==> config.mk <==
export PLATFORM = sky130hd
export DESIGN_NAME = cpu_mc_sequencer_flat
export DESIGN_NICKNAME = d
export VERILOG_FILES = /design/src/rtl/cpu_mc_sequencer_pkg.sv /design/src/rtl/cpu_mc_sequencer_if.sv /design/src/rtl/cpu_mc_sequencer_mem_wait_timer.sv /design/src/rtl/cpu_mc_sequencer.sv /design/src/flat_wrapper.sv
export SDC_FILE = /design/constraint.sdc
export NUM_CORES = 1
export LEC_CHECK = 0
export ABC_AREA = 1
export ABC_CLOCK_PERIOD_IN_PS = 1500
export CAP_MARGIN = 10
export CORE_ASPECT_RATIO = 1.2
export CORE_MARGIN = 3
export CORE_UTILIZATION = 34
export DETAILED_ROUTE_END_ITERATION = 12
export HOLD_SLACK_MARGIN = 0.05
export PLACE_DENSITY = 0.86
export SYNTH_ARGS = -nofsm -noshare
export SYNTH_HDL_FRONTEND = slang
export SYNTH_SLANG_ARGS = --single-unit
export TNS_END_PERCENT = 1
==> constraint.sdc <==
create_clock -name clk -period 1.5 [get_ports clk]
set_clock_uncertainty 0.15 [all_clocks]
set_input_delay 0.3 -clock clk [delete_from_list [all_inputs] [get_ports clk]]
set_output_delay 0.3 -clock clk [all_outputs]
set_load 0.05 [all_outputs]
==> src/rtl/cpu_mc_sequencer_pkg.sv <==
// Shared types for the multi-cycle RV32I control sequencer: FSM states,
// trap causes and the decoder control word the sequencer qualifies.
package cpu_mc_sequencer_pkg;

  typedef enum logic [2:0] {
    S_IDLE,
    S_FETCH,
    S_DECODE,
    S_EXEC,
    S_MEM,
    S_WB,
    S_TRAP
  } t_mc_state;

  typedef enum logic [1:0] {
    TRAP_NONE    = 2'd0,
    TRAP_ILLEGAL = 2'd1,
    TRAP_IMEM_TO = 2'd2,
    TRAP_DMEM_TO = 2'd3
  } t_trap_cause;

  // Subset of the decoder control word that the sequencer looks at.
  typedef struct packed {
    logic       reg_wr_en;
    logic       mem_wr_en;
    logic       sel_dmem_wb;
    logic [3:0] mem_byt_en;
  } t_ctrl;

  function automatic logic is_load(t_ctrl c);
    return c.sel_dmem_wb;
  endfunction

  function automatic logic is_mem_op(t_ctrl c);
    return c.sel_dmem_wb | c.mem_wr_en;
  endfunction

endpackage

==> src/rtl/cpu_mc_sequencer_if.sv <==
// Instruction/data memory request-acknowledge bundle between the sequencer
// (master) and the memory side (slave).
interface cpu_mc_sequencer_if;
  logic       imem_req;
  logic       imem_ack;
  logic       dmem_req;
  logic       dmem_ack;
  logic       dmem_we;
  logic [3:0] dmem_be;

  modport master (
    output imem_req, dmem_req, dmem_we, dmem_be,
    input  imem_ack, dmem_ack
  );

  modport slave (
    input  imem_req, dmem_req, dmem_we, dmem_be,
    output imem_ack, dmem_ack
  );
endinterface

==> src/rtl/cpu_mc_sequencer_mem_wait_timer.sv <==
// Wait-state watchdog shared by the FETCH and MEM waits. expired is high on
// the last permitted wait cycle; TIMEOUT_CYC = 0 disables it.
module mem_wait_timer #(
  parameter int unsigned TIMEOUT_CYC = 255
) (
  input  logic clk,
  input  logic rst,
  input  logic clear,
  input  logic inc,
  output logic expired
);

  localparam int unsigned W = (TIMEOUT_CYC < 1) ? 1 : $clog2(TIMEOUT_CYC + 1);
  localparam logic [W-1:0] LAST = W'((TIMEOUT_CYC == 0) ? 0 : TIMEOUT_CYC - 1);

  logic [W-1:0] count;

  // NOTE: clocked state uses non-blocking assignments so every register samples pre-edge values.
  always_ff @(posedge clk or posedge rst) begin
    if (rst) begin
      count <= '0;
    end else if (clear) begin
      count <= '0;
    end else if (inc && !expired) begin
      count <= count + 1'b1;
    end
  end

  assign expired = (TIMEOUT_CYC != 0) && (count == LAST);

endmodule

==> src/rtl/cpu_mc_sequencer.sv <==
// Multi-cycle control FSM (FETCH/DECODE/EXEC/MEM/WB) for the RV32I core.
// Optional performance counters are built when CPU_MC_PERF_EN is defined.
module cpu_mc_sequencer
  import cpu_mc_sequencer_pkg::*;
#(
  parameter int unsigned TIMEOUT_CYC = 255,
  parameter int unsigned CNT_W       = 32
) (
  input  logic                 clk,
  input  logic                 rst,
  input  t_ctrl                ctrl,
  input  logic                 illegal,
  input  logic                 halt,
  cpu_mc_sequencer_if.master   mem,
  output logic                 ir_ld_en,
  output logic                 mdr_ld_en,
  output logic                 reg_wr_en,
  output logic                 pc_wr_en,
  output logic                 instr_done,
  output logic                 trap,
  output t_trap_cause          trap_cause,
  output logic [CNT_W-1:0]     cycle_cnt,
  output logic [CNT_W-1:0]     instret_cnt
);

  t_mc_state   state, state_nx;
  t_trap_cause cause_nx;
  logic        waiting, cur_ack, tmr_expired;

  // The timer only runs while parked in a wait state; any other state clears
  // it, so it always starts from zero on entry to FETCH or MEM.
  assign waiting = (state == S_FETCH) || (state == S_MEM);
  assign cur_ack = (state == S_FETCH) ? mem.imem_ack : mem.dmem_ack;

  mem_wait_timer #(
    .TIMEOUT_CYC (TIMEOUT_CYC)
  ) u_timer (
    .clk     (clk),
    .rst     (rst),
    .clear   (!waiting),
    .inc     (waiting && !cur_ack),
    .expired (tmr_expired)
  );

  always_ff @(posedge clk or posedge rst) begin
    if (rst) begin
      state      <= S_IDLE;
      trap_cause <= TRAP_NONE;
    end else begin
      state      <= state_nx;
      trap_cause <= cause_nx;
    end
  end

  // NOTE: every output of an always_comb gets a default first so no path leaves it unassigned (no latch).
  always_comb begin
    state_nx = state;
    cause_nx = trap_cause;
    unique case (state)
      S_IDLE:   if (!halt) state_nx = S_FETCH;
      S_FETCH: begin
        // An ack in the final wait cycle still wins over the timeout.
        if (mem.imem_ack) begin
          state_nx = S_DECODE;
        end else if (tmr_expired) begin
          state_nx = S_TRAP;
          cause_nx = TRAP_IMEM_TO;
        end
      end
      S_DECODE: begin
        if (illegal) begin
          state_nx = S_TRAP;
          cause_nx = TRAP_ILLEGAL;
        end else begin
          state_nx = S_EXEC;
        end
      end
      S_EXEC:   state_nx = is_mem_op(ctrl) ? S_MEM : S_WB;
      S_MEM: begin
        if (mem.dmem_ack) begin
          state_nx = S_WB;
        end else if (tmr_expired) begin
          state_nx = S_TRAP;
          cause_nx = TRAP_DMEM_TO;
        end
      end
      S_WB:     state_nx = halt ? S_IDLE : S_FETCH;
      S_TRAP:   state_nx = S_TRAP;
      default:  state_nx = S_IDLE;
    endcase
  end

  // Moore outputs; only the register loads look at the ack of the cycle.
  always_comb begin
    mem.imem_req = 1'b0;
    mem.dmem_req = 1'b0;
    mem.dmem_we  = 1'b0;
    mem.dmem_be  = 4'b0000;
    ir_ld_en     = 1'b0;
    mdr_ld_en    = 1'b0;
    reg_wr_en    = 1'b0;
    pc_wr_en     = 1'b0;
    instr_done   = 1'b0;
    trap         = 1'b0;
    unique case (state)
      S_FETCH: begin
        mem.imem_req = 1'b1;
        ir_ld_en     = mem.imem_ack;
      end
      S_MEM: begin
        mem.dmem_req = 1'b1;
        mem.dmem_we  = ctrl.mem_wr_en;
        mem.dmem_be  = ctrl.mem_byt_en;
        mdr_ld_en    = mem.dmem_ack && is_load(ctrl);
      end
      S_WB: begin
        reg_wr_en  = ctrl.reg_wr_en;
        pc_wr_en   = 1'b1;
        instr_done = 1'b1;
      end
      S_TRAP:  trap = 1'b1;
      default: ;
    endcase
  end

`ifdef CPU_MC_PERF_EN
  logic active;
  assign active = (state != S_IDLE) && (state != S_TRAP);

  always_ff @(posedge clk or posedge rst) begin
    if (rst) begin
      cycle_cnt   <= '0;
      instret_cnt <= '0;
    end else begin
      if (active)     cycle_cnt   <= cycle_cnt + 1'b1;
      if (instr_done) instret_cnt <= instret_cnt + 1'b1;
    end
  end
`else
  assign cycle_cnt   = '0;
  assign instret_cnt = '0;
`endif

endmodule

==> src/flat_wrapper.sv <==
// flat-port wrapper written by rule: the top's interface ports become plain ports
module cpu_mc_sequencer_flat import cpu_mc_sequencer_pkg::*;
#(
  parameter int unsigned TIMEOUT_CYC = 255,
  parameter int unsigned CNT_W       = 32
)
  (clk, rst, ctrl, illegal, halt, ir_ld_en, mdr_ld_en, reg_wr_en, pc_wr_en, instr_done, trap, trap_cause, cycle_cnt, instret_cnt, mem_imem_req, mem_dmem_req, mem_dmem_we, mem_dmem_be, mem_imem_ack, mem_dmem_ack);
  cpu_mc_sequencer_if mem_i ();
  input  logic clk;
  input  logic rst;
  input  t_ctrl ctrl;
  input  logic illegal;
  input  logic halt;
  output logic ir_ld_en;
  output logic mdr_ld_en;
  output logic reg_wr_en;
  output logic pc_wr_en;
  output logic instr_done;
  output logic trap;
  output t_trap_cause trap_cause;
  output logic [CNT_W-1:0] cycle_cnt;
  output logic [CNT_W-1:0] instret_cnt;
  output wire logic [$bits(mem_i.imem_req)-1:0] mem_imem_req;
  output wire logic [$bits(mem_i.dmem_req)-1:0] mem_dmem_req;
  output wire logic [$bits(mem_i.dmem_we)-1:0] mem_dmem_we;
  output wire logic [$bits(mem_i.dmem_be)-1:0] mem_dmem_be;
  input wire logic [$bits(mem_i.imem_ack)-1:0] mem_imem_ack;
  input wire logic [$bits(mem_i.dmem_ack)-1:0] mem_dmem_ack;
  assign mem_imem_req = mem_i.imem_req;
  assign mem_dmem_req = mem_i.dmem_req;
  assign mem_dmem_we = mem_i.dmem_we;
  assign mem_dmem_be = mem_i.dmem_be;
  assign mem_i.imem_ack = mem_imem_ack;
  assign mem_i.dmem_ack = mem_dmem_ack;
  cpu_mc_sequencer #(.TIMEOUT_CYC(TIMEOUT_CYC), .CNT_W(CNT_W)) u_core (.clk(clk), .rst(rst), .ctrl(ctrl), .illegal(illegal), .halt(halt), .mem(mem_i), .ir_ld_en(ir_ld_en), .mdr_ld_en(mdr_ld_en), .reg_wr_en(reg_wr_en), .pc_wr_en(pc_wr_en), .instr_done(instr_done), .trap(trap), .trap_cause(trap_cause), .cycle_cnt(cycle_cnt), .instret_cnt(instret_cnt));
endmodule
==> flow_metrics.env <==
export IMPL_power_mw=1.079
export IMPL_worstPathRequired_ns=1.05
export IMPL_status="complete, but fails checks"
export IMPL_yosys_most_used_dff="dfrtp_1"
export IMPL_cts_made_buffers=3
export IMPL_hold_buffers=0
export IMPL_cts_root_buf="clkbuf_8"
export IMPL_drtPass1Iterations=4
export IMPL_gp_congestion=0.8356
export IMPL_antenna_found_initial=0
export IMPL_netlist_top_cell_by_area="buf_4"
export IMPL_die_h_um=78.10
export IMPL_leakage_nw=1.053
export IMPL_dpl_instance_area_sq_um=1908
export IMPL_holdWs_ns=0.2030
export IMPL_end_kind="output port"
export IMPL_fp_dieArea_sq_um=5161
export IMPL_synthCells=204
export IMPL_fp_coreArea_sq_um=4066
export IMPL_port_buffers=27
export IMPL_setup_viol=18
export IMPL_area_growth_pct=36.02
export IMPL_track_usage_pct=11.95
export IMPL_cp_startpoint="u_core.state[0]"
export IMPL_num_vias=1259
export IMPL_drt_iter0_drc=57
export IMPL_yosysMostFrequentCell="buf_4"
export IMPL_synthDistinctLibCells=26
export IMPL_synth_edf_count=0
export IMPL_fmax_ghz=0.5848
export IMPL_h_tree_depth=1
export IMPL_hold_viol=0
export IMPL_post_route_period_util_pct=114.0
export IMPL_cts_tree="done"
export IMPL_diodes=0
export IMPL_worst_path_max_fanout=8
export IMPL_dp_hpwl_mm=2.522
export IMPL_timing_critical_path_from_type="flop"
export IMPL_grt_remaining_overflow=0
export IMPL_drc_errors=0
export IMPL_fillerInstances=390
export IMPL_netlist_area_leader_share_pct=33.14
export IMPL_synth_area_leaders="buf_4 (33%), dfrtp_1 (22%), nand2_1 (8.4%), nand3_1 (7.1%), inv_1 (5.1%)"
export IMPL_fp_dieW_um=66.08
export IMPL_synth_seq_cells=13
export IMPL_failed_checks="setup timing"
export IMPL_syn_mean_instance_area_sq_um=7.219
export IMPL_drt_wirelength_per_cell_um=9.711
export IMPL_drtAntennaViolNets=0
export IMPL_hp_class="in -> async"
export IMPL_initial_core_util_pct=36.22
export IMPL_grt_pass1_vias=1229
export IMPL_period_minus_slack_ns=1.710
export IMPL_insertion_delay_ns=0.24
export IMPL_grt_max_degree=14
export IMPL_clk_pin_slew_worst_paths_ns=0.05
export IMPL_numClockSinks=13
export IMPL_dp_cells=306
export IMPL_drive_gt1_share_pct=30.74
export IMPL_fin_cells=311
export IMPL_synthTopCellsByCount="buf_4 (65), nand2_1 (33), nand3_1 (21)"
export IMPL_clockBufferDepth=2
export IMPL_setup_slack_ns=-0.2100
export IMPL_ys_warn_count=0
export IMPL_rows=25
export IMPL_viasPerCell=4.048
export IMPL_grt_setup_unrepaired="yes"
export IMPL_cp_arrival_ns=1.26
export IMPL_timing_rr_start="u_core.state[0]"
export IMPL_wirelength_mm=3.020
export IMPL_syn_cell_area_sq_um=1473
export IMPL_path_class="reg -> out"
export IMPL_drv_cap=0
export IMPL_final_max_slew_viol_count=0
export IMPL_nNetsFinal=273
export IMPL_p_per_area_nw_per_um2=538.7
export IMPL_post_route_cell_area_sq_um=2003
export IMPL_peakVddDrop_mv=0.2965
export IMPL_io_pins=92
export IMPL_grt_pass1_wl_mm=4.947
export IMPL_async_reset_ff_share_pct=100.0
export IMPL_yosysSeqAreaShare_pct=22.09
-- layer usage --
metal	vias up	GRT usage (%)	wire, um	part of all wire [%]
met2	74	22.74	1680	56
met4	0	6.504	76	2.5
met1	566	10.83	943	31
li1	608	-	-	-
met5	-	0	0	0
met3	11	3.577	320	11
-- report_power, final --
group | internal, mW | switching (mW)
clock network | 0.188 | 0.122
registers | 0.351 | 0
logic | 0.0406 | 0.378
total | 0.579 | 0.500
-- state kept, by name, summed over array words and instances (netlist names) --
name	flops
u_core.trap_cause	2
u_core.u_timer.count	8
u_core.state	3
-- worst max-delay path, stage by stage (launching register included) --
cell and delay, ns:
dfrtp_2 0.44, nor2_4 0.15, nand2_4 0.12, nor2_2 0.15, buf_12 0.15
-- cell type report --
cell class	count	area (sq um)	area share, %
multi-input combinational	165	854.6	42.66
timing repair buffer	52	619.3	30.92
sequential	13	327.8	16.36
inverter	23	88.84	4.435
tap	54	67.56	3.373
clock buffer	4	45.04	2.249
-- stage by stage --
step	TNS, ns	utilization [%]	setup slack [ns]
final	-2.582	49.26	-0.2100
after global routing	-4.584	49.26	-0.2968
after CTS	-3.101	49.02	-0.2285
after detailed placement	-1.244	46.92	-0.1919
after global placement	-0.9479	46.92	-0.1830
after floorplan	-2.422	-	-0.2915
-- final timing paths --
check	endpoint	slack, ns	cells after the start
setup / recovery	mem_dmem_be[0]	-0.21	4
hold / removal	u_core.trap_cause[0]	0.20	3
setup reg to reg	u_core.u_timer.count[5]	-0.04	7
hold reg to reg	u_core.trap_cause[0]	0.39	2
max in group asynchronous	u_core.state[1]	0.82	3
min in group clk	u_core.trap_cause[0]	0.39	2
-- what timing repair did --
action,in CTS,in global routing
gates resized for setup,10,5
pin swaps,3,0
endpoints found under the hold margin,0,0
setup endpoints to repair,25,25
setup buffers,1,0
-- cells in the final DEF (no fill, tap or decap) --
cell / instances
conb_1: 64
nand2_1: 33
buf_4: 22
nand3_1: 21
inv_1: 17
buf_12: 15
clkdlybuf4s50_1: 12
dfrtp_1: 11
nor2_2: 10
nor2_1: 6
inv_2: 5
nand2_4: 4
nor2_4: 4
clkbuf_8: 3
buf_6: 3
nand3_4: 2
nand2_2: 2
nand4_1: 2
o21ai_2: 2
o21bai_1: 2
xor2_1: 2
nor3_1: 2
ha_1: 2
dfrtp_2: 2
inv_4: 1
xnor2_1: 1
a21oi_1: 1
o211ai_1: 1
nor3_4: 1
and2_4: 1
a21oi_2: 1
nor3_2: 1
clkbuf_1: 1
-- cell families (layout without fill, tap and decap cells) --
logic type	Yosys count	in the layout	synth area share [%]
AOI/OAI and AO/OA	7	7	3.653
xor gates and xnor gates	3	3	1.785
adders and majority gates	2	2	1.699
buffers and inverters	89	79	39.76
DFF	13	13	22.09
other	1	64	0.2546
and+or+nand+nor	89	89	30.76
Power figures use the tool's default switching activity.
==> variant (same settings) <==
Build with the macro `CPU_MC_PERF_EN` defined.
--- a/src/rtl/cpu_mc_sequencer.sv
+++ b/src/rtl/cpu_mc_sequencer.sv
@@ -1,5 +1,7 @@
 // Multi-cycle control FSM (FETCH/DECODE/EXEC/MEM/WB) for the RV32I core.
 // Optional performance counters are built when CPU_MC_PERF_EN is defined.
+`define CPU_MC_PERF_EN
+
 module cpu_mc_sequencer
   import cpu_mc_sequencer_pkg::*;
 #(
Behaviour: not the same (Yosys sat finds a counterexample within 4 cycles, from zero or initial values and one cycle with rst high).
==> variant against the unedited design <==
The flow still finishes with violations (negative setup slack); setup slack got worse by 0.16 ns; global-route usage increased by 9.3 points; routed wire length increased to 5.2 times the old value; combinational power increased to 12 times the old value; sequential share of layout area increased by 7.2 points; worst hold slack improved by 0.021 ns; synthesized area increased to 3.0 times the old value; sequential cell count increased by 64; design area increased to 4.1 times the old value; power increased to 9.2 times the old value; highest routed layer unchanged.
==> variant: results <==
export IMPL_layout_setup_ws_ns=-0.371
export IMPL_synth_commonest_cells="nand2_1, nor2_1, dfrtp_1, inv_1, nand3_1"
export IMPL_r2r_end="u_core.cycle_cnt[21]"
export IMPL_finalSetupTns_ns=-9.38
export IMPL_p_leak_nw=3.84
export IMPL_r2r_start="u_core.state[2]"
export IMPL_synthTopCellsByArea="dfrtp_1, nand2_1, nor2_1"
export IMPL_worstPathMaxFanout=4
export IMPL_drt_iter0_markers=268
export IMPL_place_inst=989
export IMPL_syn2layout_area_growth_pct=85.1
export IMPL_arrival_ns=1.42
export IMPL_grt_pass1_vias=5328
export IMPL_r2r_slack_ns=-0.17
export IMPL_setup_violations=90
export IMPL_reg_top3="u_core.cycle_cnt: 32 flops, u_core.instret_cnt: 32 flops, u_core.u_timer.count: 8 flops"
export IMPL_viasPerCell=5.04
export IMPL_syn_inst=603
export IMPL_cts_buffers=9
export IMPL_synth_cell_types=29
export IMPL_drive_above_1_share=0.388
export IMPL_ys_seq_area_frac=0.433
export IMPL_status="complete, but fails checks"
export IMPL_swShare=0.396
export IMPL_dp_slack_ns=-0.208
export IMPL_violations="negative setup slack"
export IMPL_endpoint="mem_dmem_req"
export IMPL_port_buffers=91
export IMPL_yosys_area_share_adder=0.0112
export IMPL_cts_htree_levels=3
-- variant: cell types whose count changed in the layout (fill, tap and decap cells not counted), sizes merged, moves of 16 or more --
cell / change
buf: +182
conb: -64
dfrtp: +64
inv: +49
nand2: +159
nand3: +37
nand4: +27
nor2: +71
xnor2: +16
xor2: +21
-- variant: worst max-delay path: stages (launching register included) --
cell and delay, ns:
dfrtp_2 0.44, buf_6 0.14, nand2_4 0.07, inv_2 0.04, buf_4 0.12, buf_4 0.13, buf_12 0.14
-- variant: power by group through the flow --
stage | Sequential [mW] | Combinational, mW | Clock, mW
after global placement | 2.54 | 4.31 | 0
after CTS | 2.53 | 4.83 | 2.18
after global routing | 2.59 | 5.43 | 2.28
after detailed placement | 2.55 | 4.40 | 0
after floorplan | 3.16 | 1.43 | 0
final | 2.57 | 5.17 | 2.17
-- variant: layout make-up --
type,instances,area share
clock inverter,7,0.00805
inverter,74,0.0360
tap,164,0.0249
clock buffer,9,0.0273
sequential,77,0.235
timing repair buffer,234,0.366
multi-input combinational,449,0.302
-- variant: repair_timing --
| action | 4_1_cts | 5_1_grt |
|---|---|---|
| buffers inserted | 5 | 4 |
| resized for setup | 102 | 48 |
| pin swaps | 14 | 10 |
| endpoints found under the setup margin | 115 | 136 |
-- variant: routing by layer --
| layer | wire (um) | part of all wire | track usage |
|---|---|---|---|
| met1 | 6090 | 0.38 | 0.239 |
| met5 | 0 | 0 | 0 |
| met2 | 8240 | 0.52 | 0.386 |
| met3 | 841 | 0.053 | 0.0382 |
| met4 | 651 | 0.041 | 0.101 |
